$ cat src/rtl/fir_mac_scheduler.sv
// Round-robin scheduler sharing one multiply-accumulate datapath between NUM_REQ FIR requesters.
// Define MAC_SATURATE_EN to saturate each product and accumulate step instead of wrapping.
module fir_mac_scheduler #(
  parameter int NUM_REQ    = 4,
  parameter int DATA_WIDTH = 32,
  parameter int QUANT_BITS = 10,
  parameter int ID_WIDTH   = $clog2(NUM_REQ)
) (
  input  logic                          clock,
  input  logic                          reset,
  input  logic [NUM_REQ-1:0]            req,
  input  logic [NUM_REQ-1:0]            op_valid,
  input  logic [NUM_REQ-1:0]            op_last,
  input  logic [NUM_REQ*DATA_WIDTH-1:0] op_a,
  input  logic [NUM_REQ*DATA_WIDTH-1:0] op_b,
  output logic [NUM_REQ-1:0]            grant,
  output logic                          out_valid,
  output logic [DATA_WIDTH-1:0]         out_data,
  output logic [ID_WIDTH-1:0]           out_id,
  input  logic                          out_rd_en,
  output logic                          busy
);

  // state  | meaning
  // IDLE   | no grant; arbitrate among pending requests
  // MAC    | grantee streams operand pairs into the accumulator
  // RESULT | result held on out_* until the consumer reads it

  typedef enum logic [1:0] {IDLE, MAC, RESULT} state_t;

  localparam logic signed [2*DATA_WIDTH-1:0] BIAS_NEG =
    (2*DATA_WIDTH)'((longint'(1) << QUANT_BITS) - 1);
  localparam logic signed [2*DATA_WIDTH-1:0] BIAS_POS = '0;

  state_t state, state_next;

  logic [ID_WIDTH-1:0]            gidx, ptr, sel_idx;
  logic                           sel_found;
  logic [ID_WIDTH:0]              cand;
  logic signed [DATA_WIDTH-1:0]   acc, acc_sum, term, a_sel, b_sel;
  logic signed [2*DATA_WIDTH-1:0] prod, bias;
  logic                           start, take_pair, finish, abort_burst, accept;

  function automatic logic [ID_WIDTH-1:0] wrap_inc(input logic [ID_WIDTH-1:0] x);
    return (x == ID_WIDTH'(NUM_REQ - 1)) ? '0 : x + ID_WIDTH'(1);
  endfunction

  // first pending request at or above the pointer, wrapping around
  always_comb begin
    sel_found = 1'b0;
    sel_idx   = '0;
    cand      = '0;
    for (int k = 0; k < NUM_REQ; k++) begin
      cand = {1'b0, ptr} + (ID_WIDTH+1)'(k);
      if (cand >= (ID_WIDTH+1)'(NUM_REQ)) cand = cand - (ID_WIDTH+1)'(NUM_REQ);
      if (!sel_found && req[cand[ID_WIDTH-1:0]]) begin
        sel_found = 1'b1;
        sel_idx   = cand[ID_WIDTH-1:0];
      end
    end
  end

  assign a_sel = op_a[gidx*DATA_WIDTH +: DATA_WIDTH];
  assign b_sel = op_b[gidx*DATA_WIDTH +: DATA_WIDTH];
  assign prod  = (2*DATA_WIDTH)'(a_sel) * (2*DATA_WIDTH)'(b_sel);
  // biasing negative products before the shift gives truncation toward zero
  assign bias  = prod[2*DATA_WIDTH-1] ? BIAS_NEG : BIAS_POS;

`ifdef MAC_SATURATE_EN
  localparam logic signed [2*DATA_WIDTH-1:0] Q_MAX = {{(DATA_WIDTH+1){1'b0}}, {(DATA_WIDTH-1){1'b1}}};
  localparam logic signed [2*DATA_WIDTH-1:0] Q_MIN = {{(DATA_WIDTH+1){1'b1}}, {(DATA_WIDTH-1){1'b0}}};
  localparam logic signed [DATA_WIDTH-1:0]   S_MAX = {1'b0, {(DATA_WIDTH-1){1'b1}}};
  localparam logic signed [DATA_WIDTH-1:0]   S_MIN = {1'b1, {(DATA_WIDTH-1){1'b0}}};

  logic signed [2*DATA_WIDTH-1:0] quot;
  logic [DATA_WIDTH:0]            sum_w;

  assign quot = (prod + bias) >>> QUANT_BITS;

  always_comb begin
    if (quot > Q_MAX)      term = S_MAX;
    else if (quot < Q_MIN) term = S_MIN;
    else                   term = quot[DATA_WIDTH-1:0];
    sum_w = {acc[DATA_WIDTH-1], acc} + {term[DATA_WIDTH-1], term};
    if (sum_w[DATA_WIDTH] != sum_w[DATA_WIDTH-1]) acc_sum = sum_w[DATA_WIDTH] ? S_MIN : S_MAX;
    else                                          acc_sum = sum_w[DATA_WIDTH-1:0];
  end
`else
  assign term    = DATA_WIDTH'((prod + bias) >>> QUANT_BITS);
  assign acc_sum = acc + term;
`endif

  always_ff @(posedge clock or negedge reset) begin
    if (!reset) state <= IDLE;
    else        state <= state_next;
  end

  always_comb begin
    state_next  = state;
    start       = 1'b0;
    take_pair   = 1'b0;
    finish      = 1'b0;
    abort_burst = 1'b0;
    accept      = 1'b0;
    case (state)
      IDLE: begin
        if (sel_found) begin
          start      = 1'b1;
          state_next = MAC;
        end
      end
      MAC: begin
        take_pair = op_valid[gidx];
        // a last pair arriving with req low still completes the burst
        if (op_valid[gidx] && op_last[gidx]) begin
          finish     = 1'b1;
          state_next = RESULT;
        end else if (!req[gidx]) begin
          abort_burst = 1'b1;
          state_next  = IDLE;
        end
      end
      RESULT: begin
        if (out_rd_en) begin
          accept     = 1'b1;
          state_next = IDLE;
        end
      end
      default: state_next = IDLE;
    endcase
  end

  always_ff @(posedge clock or negedge reset) begin
    if (!reset) begin
      grant     <= '0;
      gidx      <= '0;
      ptr       <= '0;
      acc       <= '0;
      out_valid <= 1'b0;
      out_data  <= '0;
      out_id    <= '0;
    end else begin
      if (start) begin
        grant <= NUM_REQ'(1) << sel_idx;
        gidx  <= sel_idx;
      end
      if (finish || abort_burst) grant <= '0;
      if (abort_burst || accept) acc <= '0;
      else if (take_pair)        acc <= acc_sum;
      if (abort_burst) ptr <= wrap_inc(gidx);
      if (accept) begin
        ptr       <= wrap_inc(out_id);
        out_valid <= 1'b0;
      end
      if (finish) begin
        out_valid <= 1'b1;
        out_data  <= acc_sum;
        out_id    <= gidx;
      end
    end
  end

  assign busy = (state != IDLE);

endmodule

$ cat config.mk
export PLATFORM = sky130hd
export DESIGN_NAME = fir_mac_scheduler
export DESIGN_NICKNAME = d
export VERILOG_FILES = /design/src/rtl/fir_mac_scheduler.sv
export SDC_FILE = /design/constraint.sdc
export NUM_CORES = 2
export LEC_CHECK = 0
export BUFFER_PORTS_ARGS = -buffer_cell sky130_fd_sc_hd__buf_2
export CAP_MARGIN = 10
export CORE_ASPECT_RATIO = 0.8
export CORE_MARGIN = 2
export CORE_UTILIZATION = 30
export DETAILED_ROUTE_END_ITERATION = 8
export PLACE_DENSITY = 0.47
export SLEW_MARGIN = 20
export SYNTH_ARGS = -nofsm -noshare
export SYNTH_HDL_FRONTEND = slang
export SYNTH_SLANG_ARGS = --single-unit
$ cat constraint.sdc
create_clock -name clock -period 27.2 [get_ports clock]
set_input_delay 5.44 -clock clock [delete_from_list [all_inputs] [get_ports clock]]
set_output_delay 5.44 -clock clock [all_outputs]
set_load 0.05 [all_outputs]
Word-level counts from Yosys, hierarchy flattened
Cells that the tools add are included.
Operators by class
  add/subtract/negate cells: 11
  multiply operators: 1
  order comparisons: 9
  eq/ne operators: 7
  shifts and indexed selects: 3
  multiplexer cells: 52
  reductions and logical operators: 16
Operator list (number)
  128-bit by 8-bit variable part select with 32-bit output: 2
  32-bit by 32-bit multiplier with 64-bit output: 1
  32-bit two-way mux: 2
  42-bit by 11-bit adder with 42-bit output: 1
  32-bit adder: 1
  2-bit two-way mux: 16
  1-bit two-way mux: 23
  2-bit by 3-bit < comparator with 1-bit output (second input constant): 5
  1-bit binary-select mux with 2-bit select: 7
  10-bit two-way mux: 1
  2-bit nonzero test: 5
  3-bit >= comparator (second input constant): 3
  4-bit two-way mux: 2
  2-bit by 1-bit subtractor with 2-bit output (second input constant): 4
  2-bit by 2-bit adder with 3-bit output (second input constant): 2
  2-bit == test (second input constant): 3
  2-bit case mux with 3 select lines: 1
  2-bit by 1-bit adder with 2-bit output (second input constant): 2
  1-bit logical AND: 4
  2-bit inequality test (second input constant): 2
  1-bit by 2-bit << shifter with 4-bit output (first input constant): 1
  2-bit by 1-bit adder with 3-bit output (second input constant): 1
  2-bit by 3-bit >= comparator with 1-bit output (second input constant): 1
  1-bit zero test: 3
  other kinds (5): 6
Storage, ports and cells
  bits in registers: 77
  output and inout bits: 40
  word-level logic and storage cells: 107

Longest topological paths before layout
  depth in word-level cells: 18
  mapped depth: 55
  depth with buffers taken out: 49

Worst setup path before layout
No wires, ideal clock.
  kind: in2reg
  from: input port op_a[63]
  to: register out_data[30]
  setup time: 0.134 ns
  data arrival time: 17.069 ns
  setup slack: 9.997 ns
  cell stages on the path: 47
  cell sequence: mux2_2 > o21a_1 > clkbuf_1 > nand2_1 > inv_1 > fa_1 > inv_1 > fa_1 > inv_1 > fa_1 > fa_1 > inv_1 > fa_1 > inv_1 > fa_1 > inv_1 > fa_1 > fa_1 > [11 not listed] > nor3b_1 > nor3_1 > nand2b_1 > nand2b_1 > xnor2_1 > ha_1 > nor2b_1 > o21ai_0 > a21boi_0 > o21ai_0 > a21boi_0 > a31oi_1 > o31ai_1 > a41o_1 > a221o_1 > o41ai_1 > xor2_1 > o21ai_0
Between the ends
  word-level cells in the longest chain between the ends: 5
RTL lines
  start: declaration: RTL line 14  | input logic [NUM_REQ*DATA_WIDTH-1:0] op_a,
  128-bit by 8-bit variable part select with 32-bit output *: RTL line 63  | assign a_sel = op_a[gidx*DATA_WIDTH +: DATA_WIDTH];
  32-bit by 32-bit multiplier with 64-bit output *: RTL line 65  | assign prod = (2*DATA_WIDTH)'(a_sel) * (2*DATA_WIDTH)'(b_sel);
  10-bit two-way mux: RTL line 67  | assign bias = prod[2*DATA_WIDTH-1] ? BIAS_NEG : BIAS_POS;
  42-bit by 11-bit adder with 42-bit output *: RTL line 89  | assign term = DATA_WIDTH'((prod + bias) >>> QUANT_BITS);
  32-bit adder *: RTL line 90  | assign acc_sum = acc + term;
  end signal: assignment: RTL line 157  | out_data <= acc_sum;
  end: declaration: RTL line 18  | output logic [DATA_WIDTH-1:0] out_data,
Every way passes the cells marked *; elsewhere a longest branch is shown, timed or not.
A chain may end at the register's enable or synchronous reset.

Final worst setup path
  from: input port op_b[101]
  to: register out_data[30]
Between the ends
  word-level cells in the longest chain between the ends: 5
RTL lines
  start: declaration: RTL line 15  | input logic [NUM_REQ*DATA_WIDTH-1:0] op_b,
  128-bit by 8-bit variable part select with 32-bit output *: RTL line 64  | assign b_sel = op_b[gidx*DATA_WIDTH +: DATA_WIDTH];
  32-bit by 32-bit multiplier with 64-bit output *: RTL line 65
  10-bit two-way mux: RTL line 67
  42-bit by 11-bit adder with 42-bit output *: RTL line 89
  32-bit adder *: RTL line 90
Marks and branches as above.

==> tab_implementation.tex <==
\begin{tabular}{lr}
\hline
Metric & Value \\
\hline
\multicolumn{2}{l}{\textbf{Yosys}} \\
\quad Synth warnings & 0 \\
\quad Count of different cell masters after synthesis & 91 \\
\quad Mapped Avg Cell Area & 8.95 um\^{}2 \\
\quad Synthesized instance count & 4,755 \\
\quad Sequential area share after synthesis & 4.53\% \\
\quad Number of register bits inferred by synthesis & 77 \\
\quad Count of flip-flops with a built-in enable after synthesis & 0 \\
\quad Dominant register cell in the synthesized netlist & dfrtp\_1 \\
\quad Netlist area before placement & 42,500 um\^{}2 \\
\quad Mapped Nets & 6,327 \\
\quad Proportion of synthesized flip-flops having asynchronous set or reset & 100\% \\
\multicolumn{2}{l}{\textbf{Cells and area}} \\
\quad Fill cell count & 14,700 \\
\quad Layout overhead on the synthesized area & 9.99\% \\
\quad Layout net count & 6,531 \\
\quad Most used cells in the layout excluding fill and tap cells & fa\_1 (1,083), inv\_1 (1,081), nand2\_1 (756) \\
\quad Layout Cell Area excl Fill & 46,800 um\^{}2 \\
\quad Number of antenna diodes & 0 \\
\quad Area taken by multi-input logic gates & 35,800 um\^{}2 \\
\quad Sequential cell area & 1930 um\^{}2 \\
\quad Layout cells sized above 1 & 11.6\% \\
\quad Most common cell after layout, fill and taps aside & fa\_1 \\
\multicolumn{2}{l}{\textbf{Clock network}} \\
\quad Post\_cts resized & 0 \\
\quad Clock tree from TritonCTS & built \\
\quad Clock edge transition at the registers on the reported setup and hold paths & 0.06 ns \\
\quad TritonCTS sink count & 77 \\
\quad Cts bufs inserted & 9 \\
\quad Worst-skew pair later-pin latency & 0.34 ns \\
\quad Count of buffers added by post-CTS timing repair for setup & 0 \\
\quad Hold\_buf cts & 0 \\
\quad Depth of the CTS H-tree & 3 \\
\quad Clock Path Buffers & 2 \\
\quad Clock root buffer & clkbuf\_16 \\
\multicolumn{2}{l}{\textbf{Critical path}} \\
\quad Top fanout value on the critical path & 26 \\
\quad Reg-to-reg critical path endpoint & out\_data[30]\$\_DFFE\_PN0P\_ \\
\quad Reg-to-reg slack, setup & 10.66 ns \\
\quad Kind of end point of the critical path & register \\
\quad Library cell contributing the largest single delay on the critical path & fa\_1 \\
\quad Top cell by count, worst path & fa\_1 \\
\quad Critical path startpoint category & primary input \\
\quad Arrival time of data at the critical path endpoint & 19.58 ns \\
\quad CP Class & primary input to register \\
\quad Launch point of the worst reg-to-reg path & gidx[0]\$\_DFFE\_PN0P\_ \\
\quad Maximum single-stage delay on the critical path & 0.91 ns \\
\quad Data required time at the worst endpoint & 27.42 ns \\
\quad R2R depth & 48 \\
\multicolumn{2}{l}{\textbf{Hold path}} \\
\quad Number of instances on the worst hold path & 2 \\
\quad Tightest Hold Check Type & register to register \\
\quad Min-Delay Endpoint & out\_valid\$\_DFFE\_PN0P\_ \\
\quad Launch instance of the worst min-delay path & out\_valid\$\_DFFE\_PN0P\_ \\
\multicolumn{2}{l}{\textbf{Timing}} \\
\quad Post-route minimum period & 19.36 ns \\
\quad Unrepaired setup endpoints after global routing & false \\
\quad Total negative setup slack & 0 ns \\
\quad Final count of hold timing violations & 0 \\
\quad Max-slew headroom & 21.0\% \\
\quad Pins Over Slew Limit & 0 \\
\quad Worst slew pin tran & 1.19 ns \\
\quad Portion of the clock cycle consumed by the worst path in the final layout & 71.2\% \\
\quad Peak clock frequency supported by timing & 51.7 MHz \\
\quad Worst clock skew & 0.00899 ns \\
\quad Number of setup violations in the final report & 0 \\
\multicolumn{2}{l}{\textbf{Route}} \\
\quad Detail-routed via count per cell & 4.83 \\
\quad Violation count after the first detailed-route iteration & 2,432 \\
\quad Routed wire length & 151 mm \\
\quad First-pass iteration count of the detailed router & 5 \\
\quad Via count & 33,000 \\
\quad Number of routed nets with antenna violations & 0 \\
\quad Routed len/inst & 22.0 um \\
\quad Remaining routing DRC violations & 0 \\
\multicolumn{2}{l}{\textbf{Global routing}} \\
\quad Vias in the first global route & 34,500 \\
\quad Global-route wire length before repair & 228 mm \\
\quad Gr usage total & 21.2\% \\
\quad Remaining global-route overflow & 0 \\
\quad Number of antenna violations at the first check in global routing & 5 \\
\quad Pin count of the biggest net entering global routing & 79 \\
\multicolumn{2}{l}{\textbf{Die}} \\
\quad Overall die area & 145,000 um\^{}2 \\
\quad I/O pins & 311 \\
\quad Floorplan die width & 425 um \\
\quad Initial Util & 30.2\% \\
\quad Cell Rows & 123 \\
\quad Chip height & 341 um \\
\quad Area of the core & 141,000 um\^{}2 \\
\multicolumn{2}{l}{\textbf{Placed design}} \\
\quad Post-detail-place hpwl & 123 mm \\
\quad Post-placement cell area & 46,500 um\^{}2 \\
\quad Last weighted congestion value of the routability-driven placer & 0.917 \\
\quad Port bufs & 310 \\
\multicolumn{2}{l}{\textbf{Flow run}} \\
\quad Max-Cap Viols & 0 \\
\multicolumn{2}{l}{\textbf{Run status}} \\
\quad Run status & completed \\
\hline
\end{tabular}
-- cells in the mapped netlist, types with 7 or more instances --
cell	count	share of area, %
xor2_1	30	0.62
inv_1	1081	9.5
and3_1	17	0.25
xnor2_1	58	1.2
a211oi_1	18	0.32
buf_2	7	0.082
ha_1	218	6.4
nand4_1	13	0.19
mux2i_1	52	1.2
and2_1	77	1.1
a31oi_1	7	0.10
o21a_1	56	0.99
dfrtp_1	77	4.5
o21ai_1	37	0.44
nor2_1	437	3.9
nand2b_1	17	0.25
mux4_2	20	1.1
fa_1	1083	51
clkbuf_1	191	1.7
nand3_1	29	0.34
o211ai_1	7	0.12
mux2_2	72	1.9
o21ai_0	73	0.86
nor3_1	31	0.36
nor2b_1	14	0.21
a21oi_1	92	1.1
nand2_1	757	6.7
nand3b_1	7	0.12
buf_1	25	0.22
or3_1	7	0.10
a21o_1	24	0.42
-- critical path, delay by kind of cell --
family	cells	cell delay [ns]
and+or+nand+nor	10	2.19
adders and majority gates	11	5.66
muxes	1	0.53
buffers and inverters	9	1.37
xor gates and xnor gates	3	0.47
AOI/OAI and AO/OA	13	3.89
-- cell families after synthesis --
group	count (synthesis)	synth area share [%]
AO/OA/AOI/OAI	393	6.11
flip-flops	77	4.53
AND/OR/NAND/NOR	1441	14.2
buffers and inverters	1307	11.6
XOR/XNOR	92	2.01
multiplexers	144	4.19
adder cells (fa/ha/maj)	1301	57.4
-- flip-flops by register name, indices dropped and copies added (netlist names) --
register,count
acc,32
gidx,2
grant,4
out_data,32
out_id,2
out_valid,1
ptr,2
state,2
-- metrics by stage --
stage          worst slack (ns)  hold WS [ns]  utilization, %  cells
2_1_floorplan              10.0         0.487               -   4755
5_1_grt                    6.98         0.509            33.3   6839
3_3_place_gp               7.76         0.462            33.1   6823
6_report                   7.84         0.472            33.3   6839
4_1_cts                    7.86         0.478            33.3   6839
3_5_place_dp               7.58         0.463            33.1   6823
-- area by class of cell --
class | count | share of cell area (%)
Timing Repair Buffer | 417 | 5.04
Clock inverter | 1 | 0.0107
Clock buffer | 15 | 0.572
Multi-Input combinational cell | 3371 | 76.5
Tap cell | 1875 | 5.01
Sequential cell | 77 | 4.13
Inverter | 1083 | 8.69
-- worst max-delay path by stage --
| stage | startpoint | to | slack, ns | cells after the start |
|---|---|---|---|---|
| floorplan | op_a[63] | out_data[30]$_DFFE_PN0P_ | 10.0 | 47 |
| global placement | op_b[101] | out_data[30]$_DFFE_PN0P_ | 7.76 | 47 |
| detailed placement | op_b[101] | out_data[30]$_DFFE_PN0P_ | 7.58 | 47 |
| CTS | op_b[101] | out_data[30]$_DFFE_PN0P_ | 7.86 | 47 |
| global route | op_b[101] | out_data[30]$_DFFE_PN0P_ | 6.98 | 47 |
| finish | op_b[101] | out_data[30]$_DFFE_PN0P_ | 7.84 | 47 |
-- per-layer routing --
layer  GRT usage (%)  routed length (um)  vias to the layer above
met5               0                  13                        -
met1            30.7               67200                    17000
met3            6.78               15900                      152
li1                -                   -                    14500
met2            31.2               64500                     1279
met4            3.63                2990                        2
Power is not shown: default switching activity piles up to over one toggle a cycle in this logic, so the estimate is an artifact.
